--- src/rtl/spi_command_router.sv ---
// spi_command_router: decodes the first byte of each chip-select-low SPI
// transaction and either streams record bytes to one of NumChannels FIFOs,
// returns a status readout, clears the sticky error flags, or discards the
// rest of the transaction. Records are admitted or dropped as a whole.
module spi_command_router #(
  parameter int NumChannels = 2,
  parameter int RecordBytes = 16,
  parameter int SlotBits    = 8
) (
  input  logic                            i_clk,
  input  logic                            i_reset,
  input  logic                            i_spi_cs,
  input  logic [7:0]                      i_rx_data,
  input  logic                            i_rx_valid,
  output logic [7:0]                      o_tx_data,
  output logic [NumChannels-1:0]          o_fifo_write_en,
  output logic [7:0]                      o_fifo_data,
  input  logic [NumChannels*SlotBits-1:0] i_fifo_free_slots,
  output logic [2:0]                      o_error_flags
);

  localparam int ChW  = (NumChannels > 1) ? $clog2(NumChannels) : 1;
  localparam int CntW = $clog2(RecordBytes);
  localparam int IdxW = $clog2(NumChannels + 2);
  localparam int ExtW = SlotBits + 8;

  localparam logic [4:0]      NumChCmd   = 5'(NumChannels);
  localparam logic [IdxW-1:0] IdxNumCh   = IdxW'(NumChannels);
  localparam logic [IdxW-1:0] IdxSat     = IdxW'(NumChannels + 1);
  localparam logic [CntW-1:0] CntLast    = CntW'(RecordBytes - 1);
  localparam logic [7:0]      CmdStatus  = 8'h00;
  localparam logic [7:0]      CmdClear   = 8'h7F;

  // Flag bit positions inside {bad_cmd, truncated, overflow}
  localparam int FlagBad   = 2;
  localparam int FlagTrunc = 1;
  localparam int FlagOvf   = 0;

  typedef enum logic [1:0] {
    ST_IDLE    = 2'd0,
    ST_STATUS  = 2'd1,
    ST_WRITE   = 2'd2,
    ST_DISCARD = 2'd3
  } state_t;

  state_t                  r_state;
  logic [CntW-1:0]         r_byte_cnt;
  logic [IdxW-1:0]         r_status_idx;
  logic [ChW-1:0]          r_ch;
  logic                    r_accept;
  logic [7:0]              r_tx_data;
  logic [NumChannels-1:0]  r_fifo_write_en;
  logic [7:0]              r_fifo_data;
  logic [2:0]              r_error_flags;

  state_t                  w_state_nxt;
  logic [CntW-1:0]         w_byte_cnt_nxt;
  logic [IdxW-1:0]         w_status_idx_nxt;
  logic [ChW-1:0]          w_ch_nxt;
  logic                    w_accept_nxt;
  logic                    w_accept;
  logic [7:0]              w_tx_nxt;
  logic [NumChannels-1:0]  w_wen_nxt;
  logic [7:0]              w_fdata_nxt;
  logic [2:0]              w_flag_set;
  logic                    w_flag_clr;
  logic [2:0]              w_flags_nxt;
  logic                    w_is_write_cmd;
  logic [SlotBits-1:0]     w_free0;
  logic [SlotBits-1:0]     w_free_ch;
  logic [SlotBits-1:0]     w_free_chn;
  logic [SlotBits-1:0]     w_free_idx;

  // Map a free-slot count onto a tx byte, optionally saturating at 255
  function automatic logic [7:0] to_byte(input logic [SlotBits-1:0] v, input logic sat);
    logic [ExtW-1:0] ext;
    ext = {8'h00, v};
    if (sat && (ext > ExtW'(255))) begin
      to_byte = 8'hFF;
    end else begin
      to_byte = ext[7:0];
    end
  endfunction

  // Free-slot counts of channel 0 and of the channel currently being written
  always_comb begin
    w_free0   = i_fifo_free_slots[SlotBits-1:0];
    w_free_ch = '0;
    for (int i = 0; i < NumChannels; i++) begin
      w_free_ch = (r_ch == ChW'(i)) ? i_fifo_free_slots[i*SlotBits +: SlotBits] : w_free_ch;
    end
  end

  assign w_is_write_cmd = (i_rx_data[7:4] == 4'h1) && ({1'b0, i_rx_data[3:0]} < NumChCmd);
  // Admission is decided on the first byte of a record and held for the rest of it
  assign w_accept       = (r_byte_cnt == '0) ? (w_free_ch != '0) : r_accept;

  // Next-state, datapath and flag-event decode
  always_comb begin
    w_state_nxt      = r_state;
    w_byte_cnt_nxt   = r_byte_cnt;
    w_status_idx_nxt = r_status_idx;
    w_ch_nxt         = r_ch;
    w_accept_nxt     = r_accept;
    w_wen_nxt        = '0;
    w_fdata_nxt      = r_fifo_data;
    w_flag_set       = 3'b000;
    w_flag_clr       = 1'b0;
    if (i_spi_cs) begin
      // CS rising ends the transaction; a partial record is reported, not retracted
      w_state_nxt    = ST_IDLE;
      w_byte_cnt_nxt = '0;
      if ((r_state == ST_WRITE) && (r_byte_cnt != '0)) begin
        w_flag_set[FlagTrunc] = 1'b1;
      end else begin
        w_flag_set[FlagTrunc] = 1'b0;
      end
    end else if (i_rx_valid) begin
      case (r_state)
        ST_IDLE: begin
          if (i_rx_data == CmdStatus) begin
            w_state_nxt      = ST_STATUS;
            w_status_idx_nxt = '0;
          end else if (w_is_write_cmd) begin
            w_state_nxt    = ST_WRITE;
            w_ch_nxt       = i_rx_data[ChW-1:0];
            w_byte_cnt_nxt = '0;
          end else if (i_rx_data == CmdClear) begin
            w_state_nxt = ST_DISCARD;
            w_flag_clr  = 1'b1;
          end else begin
            w_state_nxt         = ST_DISCARD;
            w_flag_set[FlagBad] = 1'b1;
          end
        end
        ST_STATUS: begin
          if (r_status_idx != IdxSat) begin
            w_status_idx_nxt = r_status_idx + IdxW'(1);
          end else begin
            w_status_idx_nxt = r_status_idx;
          end
        end
        ST_WRITE: begin
          w_fdata_nxt  = i_rx_data;
          w_accept_nxt = w_accept;
          if ((r_byte_cnt == '0) && !w_accept) begin
            w_flag_set[FlagOvf] = 1'b1;
          end else begin
            w_flag_set[FlagOvf] = 1'b0;
          end
          for (int i = 0; i < NumChannels; i++) begin
            w_wen_nxt[i] = w_accept && (r_ch == ChW'(i));
          end
          if (r_byte_cnt == CntLast) begin
            w_byte_cnt_nxt = '0;
          end else begin
            w_byte_cnt_nxt = r_byte_cnt + CntW'(1);
          end
        end
        ST_DISCARD: begin
          w_state_nxt = ST_DISCARD;
        end
        default: begin
          w_state_nxt = ST_IDLE;
        end
      endcase
    end else begin
      w_state_nxt = r_state;
    end
    // A set in the same cycle as CLEAR wins
    w_flags_nxt = (w_flag_clr ? 3'b000 : r_error_flags) | w_flag_set;
  end

  // Byte presented for the next SPI transfer, chosen from the upcoming state
  always_comb begin
    w_free_idx = '0;
    w_free_chn = '0;
    for (int i = 0; i < NumChannels; i++) begin
      w_free_idx = (w_status_idx_nxt == IdxW'(i)) ? i_fifo_free_slots[i*SlotBits +: SlotBits] : w_free_idx;
      w_free_chn = (w_ch_nxt == ChW'(i)) ? i_fifo_free_slots[i*SlotBits +: SlotBits] : w_free_chn;
    end
    case (w_state_nxt)
      ST_IDLE: begin
        w_tx_nxt = to_byte(w_free0, 1'b1);
      end
      ST_STATUS: begin
        if (w_status_idx_nxt < IdxNumCh) begin
          w_tx_nxt = to_byte(w_free_idx, 1'b0);
        end else if (w_status_idx_nxt == IdxNumCh) begin
          w_tx_nxt = {5'b00000, w_flags_nxt};
        end else begin
          w_tx_nxt = 8'h00;
        end
      end
      ST_WRITE: begin
        w_tx_nxt = to_byte(w_free_chn, 1'b0);
      end
      ST_DISCARD: begin
        w_tx_nxt = 8'h00;
      end
      default: begin
        w_tx_nxt = 8'h00;
      end
    endcase
  end

  // State and output registers; reset overrides every other event
  always_ff @(posedge i_clk) begin
    if (i_reset) begin
      r_state         <= ST_IDLE;
      r_byte_cnt      <= '0;
      r_status_idx    <= '0;
      r_ch            <= '0;
      r_accept        <= 1'b0;
      r_tx_data       <= 8'h00;
      r_fifo_write_en <= '0;
      r_fifo_data     <= 8'h00;
      r_error_flags   <= 3'b000;
    end else begin
      r_state         <= w_state_nxt;
      r_byte_cnt      <= w_byte_cnt_nxt;
      r_status_idx    <= w_status_idx_nxt;
      r_ch            <= w_ch_nxt;
      r_accept        <= w_accept_nxt;
      r_tx_data       <= w_tx_nxt;
      r_fifo_write_en <= w_wen_nxt;
      r_fifo_data     <= w_fdata_nxt;
      r_error_flags   <= w_flags_nxt;
    end
  end

  assign o_tx_data       = r_tx_data;
  assign o_fifo_write_en = r_fifo_write_en;
  assign o_fifo_data     = r_fifo_data;
  assign o_error_flags   = r_error_flags;

endmodule

--- config.mk ---
export PLATFORM = sky130hd
export DESIGN_NAME = spi_command_router
export DESIGN_NICKNAME = d
export VERILOG_FILES = /design/src/rtl/spi_command_router.sv
export SDC_FILE = /design/constraint.sdc
export NUM_CORES = 1
export LEC_CHECK = 0
export BUFFER_PORTS_ARGS = -buffer_cell sky130_fd_sc_hd__buf_4
export CAP_MARGIN = 10
export CORE_ASPECT_RATIO = 0.7
export CORE_MARGIN = 5
export CORE_UTILIZATION = 51
export DETAILED_ROUTE_END_ITERATION = 8
export MAX_ROUTING_LAYER = met4
export PLACE_DENSITY = 0.9
export SYNTH_ARGS = -nofsm -noshare
export SYNTH_HDL_FRONTEND = slang
export SYNTH_SLANG_ARGS = --single-unit
--- constraint.sdc ---
create_clock -name i_clk -period 3.2 [get_ports i_clk]
set_input_delay 0.16 -clock i_clk [delete_from_list [all_inputs] [get_ports i_clk]]
set_output_delay 0.16 -clock i_clk [all_outputs]
set_load 0.01 [all_outputs]
==> reports/metrics.csv <==
stage,metric,value,unit
final_layout,postLayoutCoreUtil,0.683,
routing,wl_per_cell,16.5,um
synthesis,synthSimpleGateAreaFrac,0.280,
clocking,clkTransAtPathRegs,60,ps
timing,setup_viol_count_final,0,
timing,fin_crit,2580,ps
synthesis,synth_common_cells,"dfxtp_1, nor2_1, mux2i_1",
final_layout,syn_to_final_growth,27.5,%
placed_design,io_buffers,48,
timing,tightest_slew,598,ps
timing,finClkSkew,6.19,ps
clocking,cts_buffers,5,
synthesis,synth_mux_area_frac,0.0862,
routing,drtIter0Drc,142,
timing,fin_ws,624,ps
synthesis,synthesis.area,1700,um2
die,start_util,0.536,
timing,period_share,0.805,
flow_run,cap_viol_max_count,0,
synthesis,synth-edff-count,0,
setup_path,reg2reg_depth,8,
clocking,cts_resized,0,
power,max-vdd-ir-drop,0.244,mV
global_route,antenna_found_initial,0,
placed_design,placed_cell_area,2080,um2
clocking,cts_setup_buffers,0,
final_layout,n_antenna_cell,0,
global_route,grt_pass1_wl,7.56,mm
synthesis,synth_top_area_share,0.366,
global_route,grtUsageMet1,0.290,
synthesis,synth-xor-area-share,0.0103,
power,p_per_area,410,nW/um2
synthesis,synth-compound-area-share,0.172,
synthesis,synthArstFlopShare,0,
setup_path,crit_chain,"inv_1, ha_1, or4b_4, o211ai_1, a21o_2, and2_4, or4b_1, a311oi_2",
worst_hold_path,min_path_type,input port to flop,
synthesis,seq_area_frac_synth,0.366,
synthesis,ys_warn_count,0,
power,leakagePower,0.973,nW
final_layout,final_area,2160,um2
clocking,clock_path_buffers,2,
global_route,overflow,0,
clocking,cts_sinks,31,
clocking,htreeDepth,2,
placed_design,place_congestion,0.882,
synthesis,synthFlopType,dfxtp_1,
run_status,status,"finished, final reports clean",
clocking,holdBufCountCts,0,
setup_path,cp-end-kind,flop,
final_layout,multiInputGateArea,1010,um2
die,fp.dieH,58.3,um
clocking,tritoncts,done,
placed_design,pre_cts_slack,650,ps
final_layout,nFillCells,271,
final_layout,drive_gt1_frac,0.298,
placed_design,dp.final_hpwl,3.45,mm
synthesis,ys_top_cells_by_area,"dfxtp_1, mux2i_1, nor2_1, ha_1, a32o_1",
clocking,clockRootBuffer,clkbuf_8,
setup_path,critPathBufInv,1,
global_route,grtUsageMet3,0.0652,
final_layout,nets,272,
synthesis,yosysTopAreaCell,dfxtp_1,
synthesis,avgSynthCellArea,9.03,um2
setup_path,path_depth,8,
setup_path,slowest_delay,560,ps
setup_path,crit_path_top_delay_cell,or4b_4,
die,die_x,79.0,um
synthesis,synth_adder_area_share,0.0442,
synthesis,yosysUniqueCellTypes,52,
synthesis,synth_top_family_by_area,simple AND/OR/NAND/NOR gates,
timing,max-slew-margin-rel,0.598,
clocking,clock_latency,290,ps
routing,vias,1664,
timing,rsz0062_at_grt,no,
synthesis,yosysMostFrequentCell,dfxtp_1,
global_route,busiest_layer,met2,
timing,tns,0,ps
setup_path,critical-path-top-delay-family,simple AND/OR/NAND/NOR gates,
die,num_rows,17,
setup_path,cp_max_fo,10,
setup_path,cp.arrival,2780,ps
synthesis,syn_nets,222,
timing,maxSlewViolCount,0,
worst_hold_path,whs_path_depth,2,
routing,ant_nets,0,
setup_path,worstPathRequired,3400,ps
synthesis,synth_cells,188,
routing,drc,0,
global_route,grt_pass1_vias,1617,
die,die_area,4600,um2
routing,detail_route.first_pass.iterations,4,
die,io_pins,49,
timing,hold_ws,74.4,ps
setup_path,crit_type,flop to flop,
global_route,use_met2,0.302,
timing,hold_viol,0,
die,coreArea,3170,um2
routing,drt-total-wl,4.54,mm
timing,fmax,388,MHz
setup_path,worst_setup_path_start_kind,flop,
global_route,grt_usage,0.217,
final_layout,area.sequential,621,um2
global_route,grt_max_degree,23,
routing,routed_via_density,6.03,
synthesis,yosys_register_bits,31,
-- placed cells by master, fill, tap and decap left out, types with 2 or more instances in the layout --
| cell | n |
|---|---|
| nand2_1 | 10 |
| o211ai_1 | 3 |
| and3_1 | 3 |
| nand3b_1 | 2 |
| nand4_1 | 7 |
| nor2_1 | 25 |
| nor2b_1 | 2 |
| inv_1 | 7 |
| nand2b_1 | 4 |
| clkbuf_8 | 6 |
| nor4_1 | 2 |
| a21oi_1 | 4 |
| nor4_2 | 2 |
| buf_4 | 50 |
| a31oi_1 | 4 |
| a31o_2 | 2 |
| dfxtp_1 | 31 |
| and2_1 | 4 |
| and4b_1 | 2 |
| a32o_1 | 5 |
| mux2_2 | 2 |
| o21ai_0 | 8 |
| ha_1 | 6 |
| mux2i_1 | 11 |
| nand3_1 | 7 |
| nor3_1 | 3 |
-- metrics by stage --
step                power [W]  std cells
detailed placement   0.000580        269
global placement     0.000576        269
global route         0.000924        276
CTS                  0.000886        276
finish               0.000886        276
floorplan            0.000509        188
-- logic make-up after synthesis --
kind of cell	Yosys count
buffers and inverters	14
and+or+nand+nor	82
xor gates and xnor gates	2
DFF	31
muxes	14
AOI/OAI and AO/OA	39
adders and majority gates	6
-- cell type report --
type,instances,area share
Clock buffer,6,0.0382
Timing Repair Buffer,50,0.173
Inverter,7,0.0121
Tap cell,38,0.0220
Clock inverter,1,0.00231
Sequential cell,31,0.287
Multi-Input combinational cell,143,0.465
-- registers in the layout (all words and copies together), names as in the netlist --
name and cells:
r_accept 1, o_fifo_data 8, r_ch 1, o_fifo_write_en 2
o_tx_data 8, r_byte_cnt 4, o_error_flags 3, r_status_idx 2
r_state 2
-- power by group --
part / internal, W / switching, W
clock network: 0.000168 / 0.000144
registers: 0.000401 / 0.00000795
logic: 0.0000767 / 0.0000877
total: 0.000646 / 0.000240
-- worst register-to-register path: cells and delay by family, from the launching register on --
kind / cells / cell delay, ps
simple gates: 3 / 1190
buf+inv: 1 / 90
flops: 1 / 390
fa+ha+maj: 1 / 290
compound gates: 3 / 540
-- worst paths after layout --
check,from,end,slack [ps]
max,r_state[1]$_SDFF_PP0_,o_tx_data[0]$_SDFF_PP0_,620
min,i_spi_cs,r_byte_cnt[2]$_SDFFE_PP0P_,70
max reg2reg,r_state[1]$_SDFF_PP0_,o_tx_data[0]$_SDFF_PP0_,620
min reg2reg,r_ch$_SDFF_PP0_,o_fifo_write_en[0]$_SDFF_PP0_,480
-- per-layer routing --
layer	vias to the layer above	share of wire
met5	-	0
li1	795	-
met3	7	0.098
met1	780	0.47
met2	82	0.42
met4	0	0.012
(Power assumes the default switching activity.)
